File: src/rtl/afu_cmd_credit_arbiter.sv
// -----------------------------------------------------------------------------
// afu_cmd_credit_arbiter
//
// Command-issue stage between the read/write command buffers and the PSL
// command port. Each cycle it picks at most one of the pending read/write
// requests. Each class has its own credit pool, and a class with no free
// credits cannot be picked. Every issued command gets a non-zero tag.
// Responses return credits and are counted for the completion-count MMIO
// registers.
//
// Ports
//   clock             in   single clock, all logic on posedge
//   rstn              in   asynchronous active-low reset
//   enabled           in   0 blocks all grants; responses are still processed
//   rd_req_valid      in   read command request pending
//   rd_req_ready      out  read request accepted this cycle (combinational grant)
//   wr_req_valid      in   write command request pending
//   wr_req_ready      out  write request accepted this cycle (combinational grant)
//   cmd_valid         out  registered command strobe to PSL
//   cmd_is_write      out  1 = write, 0 = read; meaningful with cmd_valid
//   cmd_tag           out  command tag, never 8'h00 while cmd_valid
//   rsp_valid         in   PSL response strobe, retires one command
//   rsp_is_write      in   class of the retired command
//   rd_credits        out  free read credits
//   wr_credits        out  free write credits
//   done_read_count   out  read responses since reset (wraps mod 2^64)
//   done_write_count  out  write responses since reset (wraps mod 2^64)
//   credit_error      out  sticky: a response arrived with the pool already full
// -----------------------------------------------------------------------------
module afu_cmd_credit_arbiter #(
    parameter int CREDITS_READ  = 32,
    parameter int CREDITS_WRITE = 32,
    parameter int CREDIT_BITS   =
        $clog2(((CREDITS_READ > CREDITS_WRITE) ? CREDITS_READ : CREDITS_WRITE) + 1)
) (
    input  logic                   clock,
    input  logic                   rstn,
    input  logic                   enabled,
    input  logic                   rd_req_valid,
    output logic                   rd_req_ready,
    input  logic                   wr_req_valid,
    output logic                   wr_req_ready,
    output logic                   cmd_valid,
    output logic                   cmd_is_write,
    output logic [7:0]             cmd_tag,
    input  logic                   rsp_valid,
    input  logic                   rsp_is_write,
    output logic [CREDIT_BITS-1:0] rd_credits,
    output logic [CREDIT_BITS-1:0] wr_credits,
    output logic [63:0]            done_read_count,
    output logic [63:0]            done_write_count,
    output logic                   credit_error
);

    // Class index 0 is read and class index 1 is write. Using the same index
    // for both classes lets one generate loop build both credit pools.
    localparam int         NUM_CLASSES = 2;
    localparam logic [7:0] INVALID_TAG = 8'h00;
    localparam logic [7:0] FIRST_TAG   = 8'h01;
    localparam logic [7:0] LAST_TAG    = 8'hFF;

    // The combined pool must fit the 64-entry outstanding-command window.
    // Each pool also needs at least one credit.
    generate
        if ((CREDITS_READ + CREDITS_WRITE > 64) || (CREDITS_READ < 1) || (CREDITS_WRITE < 1))
        begin : g_credit_limit_check
            $fatal(1, "afu_cmd_credit_arbiter: illegal credit configuration");
        end
    endgenerate

    // -------------------------------------------------------------------------
    // Per-class request / grant / response vectors
    // -------------------------------------------------------------------------
    logic [NUM_CLASSES-1:0]                  w_req_valid;
    logic [NUM_CLASSES-1:0]                  w_elig;
    logic [NUM_CLASSES-1:0]                  w_grant;
    logic [NUM_CLASSES-1:0]                  w_rsp;
    logic [NUM_CLASSES-1:0]                  w_overflow;
    logic [NUM_CLASSES-1:0][CREDIT_BITS-1:0] w_credit;
    logic [NUM_CLASSES-1:0][63:0]            w_done_count;
    logic                                    w_issue;

    // -------------------------------------------------------------------------
    // Issue-side state
    // -------------------------------------------------------------------------
    logic       r_cmd_valid;
    logic       r_cmd_is_write;
    logic [7:0] r_cmd_tag;
    logic [7:0] r_tag_ctr;
    logic [7:0] w_tag_ctr_next;
    logic       r_last_grant_write;
    logic       r_credit_error;

    assign w_req_valid = {wr_req_valid, rd_req_valid};

    // -------------------------------------------------------------------------
    // Credit pools and completion counters, one instance per class
    // -------------------------------------------------------------------------
    genvar gi;
    generate
        for (gi = 0; gi < NUM_CLASSES; gi++) begin : g_class
            localparam logic [CREDIT_BITS-1:0] CREDIT_MAX =
                (gi == 0) ? CREDIT_BITS'(CREDITS_READ) : CREDIT_BITS'(CREDITS_WRITE);

            logic [CREDIT_BITS-1:0] r_credit;
            logic [CREDIT_BITS-1:0] w_credit_next;
            logic [63:0]            r_done_count;
            logic                   w_ovf;

            assign w_elig[gi] = enabled & w_req_valid[gi] & (r_credit != '0);
            assign w_rsp[gi]  = rsp_valid & (rsp_is_write == 1'(gi));

            // Issue takes a credit and a response returns one. When both happen
            // in the same cycle they cancel out. A response that finds the pool
            // already full is a protocol violation. In that case the count
            // saturates and the event is flagged instead of wrapping.
            always_comb begin
                w_credit_next = r_credit;
                w_ovf         = 1'b0;
                case ({w_grant[gi], w_rsp[gi]})
                    2'b10: w_credit_next = r_credit - 1'b1;
                    2'b01: begin
                        if (r_credit == CREDIT_MAX) begin
                            w_ovf = 1'b1;
                        end else begin
                            w_credit_next = r_credit + 1'b1;
                        end
                    end
                    default: w_credit_next = r_credit;
                endcase
            end

            always_ff @(posedge clock or negedge rstn) begin
                if (!rstn) begin
                    r_credit     <= CREDIT_MAX;
                    r_done_count <= '0;
                end else begin
                    r_credit <= w_credit_next;
                    if (w_rsp[gi]) begin
                        r_done_count <= r_done_count + 64'd1;
                    end
                end
            end

            assign w_overflow[gi]   = w_ovf;
            assign w_credit[gi]     = r_credit;
            assign w_done_count[gi] = r_done_count;
        end
    endgenerate

    // -------------------------------------------------------------------------
    // Round-robin grant
    // When only one class is eligible, that class wins. When both are eligible,
    // the class that did not win last time goes first. Reset sets
    // last_grant_write, so a read wins the first contested cycle.
    // -------------------------------------------------------------------------
    assign w_grant[0] = w_elig[0] & (~w_elig[1] |  r_last_grant_write);
    assign w_grant[1] = w_elig[1] & (~w_elig[0] | ~r_last_grant_write);
    assign w_issue    = |w_grant;

    // The tag counter skips the reserved value 8'h00 when it wraps.
    assign w_tag_ctr_next = (r_tag_ctr == LAST_TAG) ? FIRST_TAG : (r_tag_ctr + 8'd1);

    always_ff @(posedge clock or negedge rstn) begin
        if (!rstn) begin
            r_cmd_valid        <= 1'b0;
            r_cmd_is_write     <= 1'b0;
            r_cmd_tag          <= INVALID_TAG;
            r_tag_ctr          <= FIRST_TAG;
            r_last_grant_write <= 1'b1;
            r_credit_error     <= 1'b0;
        end else begin
            r_cmd_valid <= w_issue;
            // Command fields hold their last value between strobes.
            if (w_issue) begin
                r_cmd_is_write     <= w_grant[1];
                r_cmd_tag          <= r_tag_ctr;
                r_tag_ctr          <= w_tag_ctr_next;
                r_last_grant_write <= w_grant[1];
            end
            // Sticky until the next reset.
            r_credit_error <= r_credit_error | (|w_overflow);
        end
    end

    // -------------------------------------------------------------------------
    // Outputs
    // -------------------------------------------------------------------------
    assign rd_req_ready     = w_grant[0];
    assign wr_req_ready     = w_grant[1];
    assign cmd_valid        = r_cmd_valid;
    assign cmd_is_write     = r_cmd_is_write;
    assign cmd_tag          = r_cmd_tag;
    assign rd_credits       = w_credit[0];
    assign wr_credits       = w_credit[1];
    assign done_read_count  = w_done_count[0];
    assign done_write_count = w_done_count[1];
    assign credit_error     = r_credit_error;

endmodule

File: config.mk
export PLATFORM = sky130hd
export DESIGN_NAME = afu_cmd_credit_arbiter
export DESIGN_NICKNAME = d
export VERILOG_FILES = /design/src/rtl/afu_cmd_credit_arbiter.sv
export SDC_FILE = /design/constraint.sdc
export NUM_CORES = 1
export LEC_CHECK = 0
export BUFFER_PORTS_ARGS = -buffer_cell sky130_fd_sc_hd__buf_2
export CAP_MARGIN = 10
export CORE_MARGIN = 10
export CORE_UTILIZATION = 25
export DETAILED_ROUTE_END_ITERATION = 16
export PLACE_DENSITY = 0.46
export SLEW_MARGIN = 25
export SYNTH_ARGS = -nofsm -noshare
export SYNTH_HDL_FRONTEND = slang
export SYNTH_SLANG_ARGS = --single-unit
File: constraint.sdc
create_clock -name clock -period 8.15 [get_ports clock]
set_clock_uncertainty 0.05 [all_clocks]
set_input_delay 1.63 -clock clock [delete_from_list [all_inputs] [get_ports clock]]
set_output_delay 1.63 -clock clock [all_outputs]
set_load 0.01 [all_outputs]
### Word level (Yosys, flattened, before mapping)

Index checks and enable logic that the tools add are counted.

* register bits after elaboration: 160
* output and inout bits: 153
* logic and storage cells: 58
* input bits: 7

* bitwise logic cells: 15
* reductions and logical operators: 8
* equality and inequality tests: 9
* multiplexer cells: 9
* $add $sub $neg: 7

Operators by type and width (number)
* $add 64x1->64 const B: 2
* $pmux 6 s2: 2
* $add 6x1->6 const B: 2
* $eq 6x6->1 const B: 2
* $mux 6: 2
* $reduce_bool 6->1: 2
* $sub 6x1->6 const B: 2
* $add 8x1->8 const B: 1
* $and 1x1->1: 8
* $eq 8x8->1 const B: 1
* $mux 8: 1
* $eq 2x1->1 const B: 2
* $eq 2x2->1 const B: 2
* $mux 1: 4
* $ne 2x2->1 const B: 2
* $not 1->1: 4
* $reduce_and 2->1: 2
* $reduce_bool 2->1: 2
* $reduce_or 2->1: 2
* $or 1x1->1: 3

### Depth between registers and ports, before layout

Gate-level depths: netlist (run 1).

* word-level depth: 9
* depth in mapped cells: 10
* mapped depth without buffers: 10

### Worst setup path after synthesis (run 1)

OpenSTA, ideal clock, no wires.

* kind: input port to output port
* start: in wr_req_valid
* end: out rd_req_ready
* slack: 4403 ps
* buffers on the path: 0
* stages: 4
* required time: 6470 ps
* data arrival time: 2067 ps
* cell sequence: nand2b_1 -> a21oi_1 -> nand2b_1 -> inv_1

* word-level cells in the longest chain between the ends: 5

Ends and longest elaborated chain
* start, declared: line 41 `input logic wr_req_valid,`
* $and 1x1->1 (2 in a row): line 110 `assign w_elig[gi] = enabled & w_req_valid[gi] & (r_credit != '0);`
* $not 1->1: line 157 `assign w_grant[0] = w_elig[0] & (~w_elig[1] | r_last_grant_write);`
* $or 1x1->1: line 157
* $and 1x1->1: line 157
* end, declared: line 40 `output logic rd_req_ready,`

Every way passes these cells.

### Final worst setup path (run 1)

Same ends and word-level chain as after synthesis.

==> flow_summary_export.csv, run 1 <==
group,metric,value,unit
floorplan,die_w,195.6,um
synthesis,synth_ff_type,"dfrtp_1",
synthesis,netlist_area,7705,sq um
timing,min_period_over_period,0.4921,
synthesis,yosys_warnings,0,
timing,min_period,4.010,ns
floorplan,num_rows,64,
synthesis,synth_top_area_frac,0.5067,
critical_path,critPathMaxFanout,3,
synthesis,yosysMostFrequentCell,"dfrtp_1",
synthesis,synth_commonest_cells,"dfrtp_1, nand2_1, xnor2_1",
global_route,grt_max_degree,96,
synthesis,postSynthAreaPerCell,11.12,sq um
global_route,grt_pass1_wl,33.25,mm
pwr,p_leak,4.730,nW
layout,drive_gt1_frac,0.2810,
route,wl_per_cell,15.80,um
synthesis,synth-seq-cells,160,
timing,relSlewSlack,0.3829,
clock_tree,h-tree-depth,4,
route,post-route-drc-count,0,
place,dpl-instance-area,8975,sq um
place,gp_congestion,0.7711,
critical_path,worstPathArrival,2.33,ns
clock_tree,cts_inserted_buffers,17,
clock_tree,cts_tree,"yes",
run_status,status,"completed",
synthesis,syn_nets,713,
floorplan,io_pins,160,
clock_tree,clock-sinks,160,
timing,setup_viol,0,
global_route,antenna_found_initial,0,
global_route,grt-ovfl-total,0,
global_route,grt_pass1_vias,5843,
place,port_buffers,159,
pwr,power_density,243.0,nW/um^2
place,place_hpwl,14.79,mm
route,firstDrtPassIters,4,
clock_tree,clk_pin_slew,0.06,ns
timing,fin_setup_tns,0,ns
floorplan,start_util,0.2525,
synthesis,synth_edf_count,0,
critical_path,cp.required,6.47,ns
global_route,grt_util_all_layers,0.1075,
layout,syn2layout_area_growth,24.08,%
timing,max_slew.worst_pin.slew,0.9256,ns
clock_tree,ctsResizeCount,0,
critical_path,cp-start-kind,"input pin",
layout,diodes,0,
clock_tree,post-cts-setup-buffer-count,0,
timing,max_freq,249.3,MHz
synthesis,synthTopCellsByArea,"dfrtp_1, xnor2_1, xor2_1",
pwr,ir_drop,140.4,uV
route,detail-route-antenna-nets,0,
clock_tree,hold_buffers,0,
floorplan,die_h,195.6,um
synthesis,syn_inst,693,
synthesis,postSynth.asyncResetShare,1.000,
run,max_cap_violations,0,
clock_tree,cts_root_buf,"clkbuf_16",
layout,layout.nets,886,
floorplan,die-area,38240,sq um
clock_tree,clockBufferDepth,2,
critical_path,critPathCaptureType,"primary output",
timing,slew_violations,0,
critical_path,critPathKind,"in -> out",
route,drt-initial-drc-count,293,
synthesis,seq_area_frac_synth,0.5203,
timing,rsz0062_at_grt,"false",
floorplan,coreArea,30510,sq um
synthesis,synth_top_area_cell,"dfrtp_1",
route,routed_wl,20.15,mm
timing,hold_viol,0,
clock_tree,clock_latency,0.43,ns
synthesis,synth_cell_types,61,
layout,postLayoutCellArea,9560,sq um
min_path,hold_class,"reg -> reg",
route,viasPerCell,4.464,
route,dr_total_vias,5691,
path summary, 6_finish.rpt:
path | from | depth (start not counted) | slack [ns] | to
max in group asynchronous | rstn | 2 | 5.40 | done_write_count[15]
hold / removal | done_read_count[63] | 1 | 0.41 | done_read_count[63]
hold reg to reg | done_read_count[63] | 1 | 0.41 | done_read_count[63]
setup / recovery | wr_req_valid | 6 | 4.14 | rd_req_ready
min in group asynchronous | rstn | 1 | 1.23 | done_read_count[30]
setup reg to reg | rd_credits[0] | 10 | 5.04 | rd_credits[5]
stage by stage:
step           utilization  worst slack [ns]  hold slack [ns]  std cells  power (W)
3_5_place_dp        0.2942             4.063           0.4055       1243   0.001539
6_report            0.3134             4.140           0.4098       1275   0.002323
5_1_grt             0.3134             4.003           0.4299       1275   0.002470
3_3_place_gp        0.2942             4.141           0.4013       1243   0.001536
4_1_cts             0.3134             4.136           0.4160       1275   0.002370
2_1_floorplan            -             4.403           0.4183        693   0.001343
cell families after synthesis:
kind of cell | after synthesis | share of synthesized area
flops | 160 | 0.5203
xor+xnor | 139 | 0.1590
simple gates | 302 | 0.2246
buf+inv | 29 | 0.01672
mux | 12 | 0.02111
fa+ha+maj | 13 | 0.02306
compound gates | 38 | 0.03524
layout make-up:
type	instances	area [sq um]
fill	3166	20950
sequential	160	4009
multi-input combinational	504	3567
timing repair buffer	162	824.5
tap	396	495.5
clock buffer	18	429.2
clock inverter	14	156.4
inverter	21	78.83
flip-flops by register name, indices dropped and copies added, names as in the netlist:
signal	cells
r_last_grant_write	1
wr_credits	6
rd_credits	6
credit_error	1
done_write_count	64
cmd_valid	1
done_read_count	64
r_tag_ctr	8
cmd_tag	8
cmd_is_write	1
critical path: stages:
cell,delay [ns]
buf_2,0.09
nand2b_1,0.05
a21oi_1,0.21
nand2b_1,0.16
inv_1,0.05
buf_2,0.14
cell usage in the layout (no fill, tap or decap), types with 8 or more instances in the layout:
cell type,synthesis,routed
xor2_1,58,58
dfrtp_1,156,156
nand4_1,41,41
buf_2,4,158
ha_1,11,11
nor4_1,8,8
clkbuf_16,0,17
nand2_1,82,82
a21oi_1,9,9
and3_1,12,12
nor3_1,25,25
nor2_1,42,42
xnor2_1,80,80
mux2_4,8,8
nand3_1,43,43
inv_1,20,20
report_power, final:
group          switching, W  total, W  internal (W)
registers          0.000129   0.00102      0.000895
logic              0.000250  0.000490      0.000240
clock network      0.000354  0.000809      0.000455
total              0.000733   0.00232       0.00159
metal layers:
| metal | up-vias | GRT usage | share of wire |
|---|---|---|---|
| li1 | 2772 | - | - |
| met5 | - | 0 | 0 |
| met3 | 9 | 0.03871 | 0.062 |
| met2 | 117 | 0.1608 | 0.45 |
| met4 | 0 | 0.03139 | 0.010 |
| met1 | 2793 | 0.1422 | 0.48 |
(Power assumes the default switching activity.)
==> run 2: changes to the inputs <==
PLACE_DENSITY = 0.47   (was 0.46)
clock period = 3.6 ns   (was 8.15 ns; I/O delays follow)
==> run 2 against run 1 <==
Final cell count increased by 0.31%. Sequential share of layout area decreased by 0.31 points. Register-to-register slack got worse by 4.5 ns. Worst setup slack got worse by 3.6 ns. Non-clock buffer count increased by 4. Via count increased by 0.30%. Final area increased by 0.75%. Global-route usage increased by 0.084 points. Sequential power increased by 130%. Critical path type is now reg -> reg. Largest cell class unchanged. Largest power group unchanged. Highest routed layer unchanged.
==> flow_summary_export.csv, run 2 (same netlist as run 1, synthesis figures left out) <==
group,metric,value,unit
run_status,status,"completed",
timing,setup_viol,0,
critical_path,cp.required,3.92,ns
critical_path,worstReg2RegStart,"rd_credits[0]",
pwr,p_leak,4.774,nW
global_route,grt_pass1_wl,33.48,mm
clock_tree,ctsResizeCount,0,
critical_path,worstPathCellList,"or4_4 -> o311a_1 -> nand2b_1 -> nand2_1 -> ha_1 -> a211oi_1 -> o21bai_1 -> a21oi_1 -> mux2i_1 -> xor2_1",
critical_path,slowest_stage,"or4_4",
clock_tree,h-tree-depth,4,
global_route,grt-ovfl-total,0,
floorplan,io_pins,160,
critical_path,worstPathArrival,3.41,ns
min_path,hold_class,"in -> async",
timing,relSlewSlack,0.5293,
critical_path,path_buf_inv,0,
global_route,antenna_found_initial,0,
layout,drive_gt1_frac,0.2843,
floorplan,die_h,195.6,um
place,place_hpwl,15.10,mm
clock_tree,cts_root_buf,"clkbuf_16",
route,post-route-drc-count,0,
critical_path,reg2reg_depth,10,
place,dp_slack,0.5078,ns
route,viasPerCell,4.463,
critical_path,regToRegEndpoint,"rd_credits[5]",
clock_tree,cts_tree,"yes",
critical_path,critPathKind,"reg -> reg",
timing,max_freq,323.3,MHz
floorplan,die-area,38240,sq um
critical_path,r2r_setup_slack,0.51,ns
floorplan,start_util,0.2525,
critical_path,cp-start-kind,"flip-flop",
pwr,ir_drop,330.9,uV
critical_path,cp.depth,10,
place,gp_congestion,0.7618,
critical_path,cp_slowest_stage_delay,0.57,ns
layout,diodes,0,
timing,fin_setup_tns,0,ns
timing,slew_violations,0,
clock_tree,clock-sinks,160,
clock_tree,clockBufferDepth,2,
layout,syn2layout_area_growth,25.01,%
timing,layout_setup_ws,0.5069,ns
timing,min_period_over_period,0.8592,
run,max_cap_violations,0,
route,drt-initial-drc-count,280,
timing,hold_viol,0,
floorplan,coreArea,30510,sq um
place,port_buffers,159,
clock_tree,clk_pin_slew,0.07,ns
critical_path,critPathMaxFanout,6,
global_route,grt_max_degree,59,
layout,final_common_cell,"buf_2",
timing,rsz0062_at_grt,"false",
layout,layout.nets,890,
timing,min_period,3.093,ns
clock_tree,clock_latency,0.44,ns
layout,fill_cells,3186,
floorplan,num_rows,64,
route,wl_per_cell,15.96,um
critical_path,cp_top_family,"compound AO/OA/AOI/OAI gates",
timing,max_slew.worst_pin.slew,0.7006,ns
route,firstDrtPassIters,4,
clock_tree,hold_buffers,0,
clock_tree,post-cts-setup-buffer-count,0,
global_route,grt_pass1_vias,5722,
layout,mostFrequentLayoutCells,"buf_2, dfrtp_1, nand2_1, xnor2_1, xor2_1",
route,detail-route-antenna-nets,0,
pwr,power_density,556.6,nW/um^2
route,routed_wl,20.42,mm
route,dr_total_vias,5708,
critical_path,critPathCaptureType,"flip-flop",
floorplan,die_w,195.6,um
clock_tree,cts_inserted_buffers,17,
global_route,grt_util_all_layers,0.1084,
## run 2: cell types whose count changed in the layout (fill, tap and decap cells not counted)
cell        delta
buf_12         +1
clkinv_2       +1
inv_6          -1
bufinv_16      +1
clkbuf_8       +2
clkinvlp_4     -1
buf_4          +3
clkinv_4       -2
## run 2: worst max path at each step
stage                        startpoint            end  slack, ns
after floorplan           rd_credits[0]  wr_credits[5]       0.64
after global placement    rd_credits[0]  rd_credits[5]       0.58
after detailed placement  rd_credits[0]  rd_credits[5]       0.51
after CTS                 rd_credits[0]  rd_credits[5]       0.47
after global routing      rd_credits[0]  rd_credits[5]       0.27
final                     rd_credits[0]  rd_credits[5]       0.51
## run 2: final cells by class
cell class / count / area, sq um / share of cell area
Multi-Input combinational cell: 504 / 3567 / 0.3704
Sequential cell: 160 / 4009 / 0.4162
Timing Repair Buffer: 166 / 867.1 / 0.09002
Clock buffer: 20 / 456.7 / 0.04741
Clock inverter: 12 / 157.7 / 0.01637
Tap cell: 396 / 495.5 / 0.05144
Inverter: 21 / 78.83 / 0.008184
## run 2: metal layers
metal	part of all wire	wire, um	GRT usage
met5	0	0	0
met4	0.017	346	0.04299
met3	0.059	1209	0.03511
met2	0.45	9247	0.1604
met1	0.47	9616	0.1429
## run 2: metrics by stage
| stage | hold slack, ns | area [sq um] | total power [W] | std cells | utilization |
|---|---|---|---|---|---|
| 2_1_floorplan | 0.3744 | 7705 | 0.003040 | 693 | - |
| 6_report | 0.1814 | 9632 | 0.005361 | 1279 | 0.3157 |
| 3_5_place_dp | 0.4076 | 9017 | 0.003490 | 1247 | 0.2956 |
| 5_1_grt | 0.2149 | 9632 | 0.005683 | 1279 | 0.3157 |
| 3_3_place_gp | 0.4047 | 9017 | 0.003481 | 1247 | 0.2956 |
| 4_1_cts | 0.1961 | 9632 | 0.005477 | 1279 | 0.3157 |
## run 2: power breakdown
part / switching, W / internal (W)
Clock: 0.000797 / 0.00113
Combinational: 0.000572 / 0.000548
Sequential: 0.000285 / 0.00203
Total: 0.00165 / 0.00371
==> run 3: changes to the inputs <==
REMOVE_ABC_BUFFERS = 1   (was default)
SLEW_MARGIN = 20   (was 25)
==> run 3 against run 2 <==
First-iteration DRC count is the same. Combinational power is essentially flat. Flip-flop and latch count did not move. Count of clock-buffer cells in the layout down 2. Final area is essentially flat. Largest cell class unchanged.
==> flow_summary_export.csv, run 3 (same netlist as run 1, synthesis figures left out) <==
group,metric,value,unit
global_route,grt-ovfl-total,0,
layout,regArea,4009,sq um
floorplan,io_pins,160,
clock_tree,clockBufferDepth,2,
layout,fill_cells,3197,
timing,max_freq,327.2,MHz
floorplan,die_h,195.6,um
clock_tree,ctsResizeCount,0,
timing,max_slew.worst_pin.slew,0.7068,ns
place,gp_congestion,0.7491,
critical_path,cp.required,3.92,ns
critical_path,critPathKind,"reg -> reg",
clock_tree,post-cts-setup-buffer-count,0,
min_path,hold_class,"in -> async",
floorplan,die-area,38240,sq um
pwr,p_leak,4.768,nW
route,firstDrtPassIters,4,
clock_tree,h-tree-depth,4,
floorplan,die_w,195.6,um
global_route,grt_pass1_vias,5916,
layout,mostFrequentLayoutCells,"buf_2, dfrtp_1, nand2_1, xnor2_1, xor2_1",
clock_tree,hold_buffers,0,
critical_path,cp-start-kind,"flip-flop",
route,wl_per_cell,15.85,um
clock_tree,clock-sinks,160,
floorplan,coreArea,30510,sq um
layout,final_common_cell,"buf_2",
place,port_buffers,159,
run_status,status,"completed",
clock_tree,clk_pin_slew,0.07,ns
clock_tree,cts_root_buf,"clkbuf_16",
timing,setup_viol,0,
layout,drive_gt1_frac,0.2854,
critical_path,critPathCaptureType,"flip-flop",
place,place_inst,1247,
timing,relSlewSlack,0.5251,
critical_path,r2r_setup_slack,0.54,ns
route,dr_total_vias,5741,
critical_path,worstPathArrival,3.37,ns
layout,layout.nets,890,
route,routed_wl,20.27,mm
layout,multi_input_area,3567,sq um
timing,slew_violations,0,
global_route,antenna_found_initial,0,
pwr,power,0.005371,W
floorplan,start_util,0.2525,
route,detail-route-antenna-nets,0,
route,drt-initial-drc-count,280,
timing,min_period_over_period,0.8490,
global_route,grt_max_degree,65,
timing,rsz0062_at_grt,"false",
route,post-route-drc-count,0,
layout,instances_no_fill,1279,
timing,hold_viol,0,
pwr,ir_drop,339.3,uV
timing,min_period,3.056,ns
pwr,power_density,557.4,nW/um^2
critical_path,critPathMaxFanout,6,
place,place_hpwl,14.93,mm
global_route,grt_util_all_layers,0.1075,
clock_tree,cts_inserted_buffers,17,
layout,diodes,0,
global_route,grt_pass1_wl,33.34,mm
floorplan,num_rows,64,
clock_tree,cts_tree,"yes",
clock_tree,clock_latency,0.44,ns
run,max_cap_violations,0,
timing,fin_setup_tns,0,ns
layout,syn2layout_area_growth,25.06,%
route,viasPerCell,4.489,
-- run 3: cell types whose count changed in the layout (fill, tap and decap cells not counted) --
cell / before / now
clkbuf_1: 1 / 0
clkbuf_8: 2 / 1
clkinv_2: 2 / 1
clkinvlp_4: 3 / 5
inv_8: 0 / 1
-- run 3: power breakdown --
part	leakage, nW	internal (W)	switching (W)
logic	2.37	0.000546	0.000563
clock network	0.287	0.00112	0.000822
registers	2.11	0.00203	0.000295
-- run 3: final timing paths --
kind | startpoint | to | depth (start not counted)
min in group clock | done_read_count[63] | done_read_count[63] | 1
hold reg to reg | done_read_count[63] | done_read_count[63] | 1
setup / recovery | rd_credits[0] | rd_credits[5] | 10
max in group asynchronous | rstn | done_read_count[38] | 2
hold / removal | rstn | done_write_count[53] | 1
setup reg to reg | rd_credits[0] | rd_credits[5] | 10
-- run 3: layer usage --
metal | part of all wire | GRT usage
met5 | 0 | 0
met1 | 0.47 | 0.1360
met4 | 0.014 | 0.03988
met3 | 0.057 | 0.03443
met2 | 0.46 | 0.1675
-- run 3: cell type report --
| type | instances | share of cell area |
|---|---|---|
| clock inverters | 14 | 0.01857 |
| clock buffers | 18 | 0.04558 |
| repair buffers | 166 | 0.08999 |
| multi-input cells | 504 | 0.3702 |
| well taps | 396 | 0.05142 |
| inverters | 21 | 0.008181 |
| flip-flops and latches | 160 | 0.4160 |
-- run 3: stage by stage --
stage | setup slack, ns | hold slack [ns] | util | instance area (sq um)
after global routing | 0.2827 | 0.2530 | 0.3158 | 9635
after CTS | 0.5293 | 0.2327 | 0.3158 | 9635
after floorplan | 0.6403 | 0.3744 | - | 7655
final | 0.5438 | 0.2076 | 0.3158 | 9635
after global placement | 0.5916 | 0.4064 | 0.2956 | 9017
after detailed placement | 0.5427 | 0.4082 | 0.2956 | 9017
-- run 3: worst max-delay path: stages (launching register included) --
cell      delay (ns)
dfrtp_1         0.46
or4_4           0.56
o311a_1         0.36
nand2b_1        0.12
nand2_1         0.17
ha_1            0.34
a211oi_1        0.23
o21bai_1        0.11
a21oi_1         0.19
mux2i_1         0.23
xor2_1          0.16
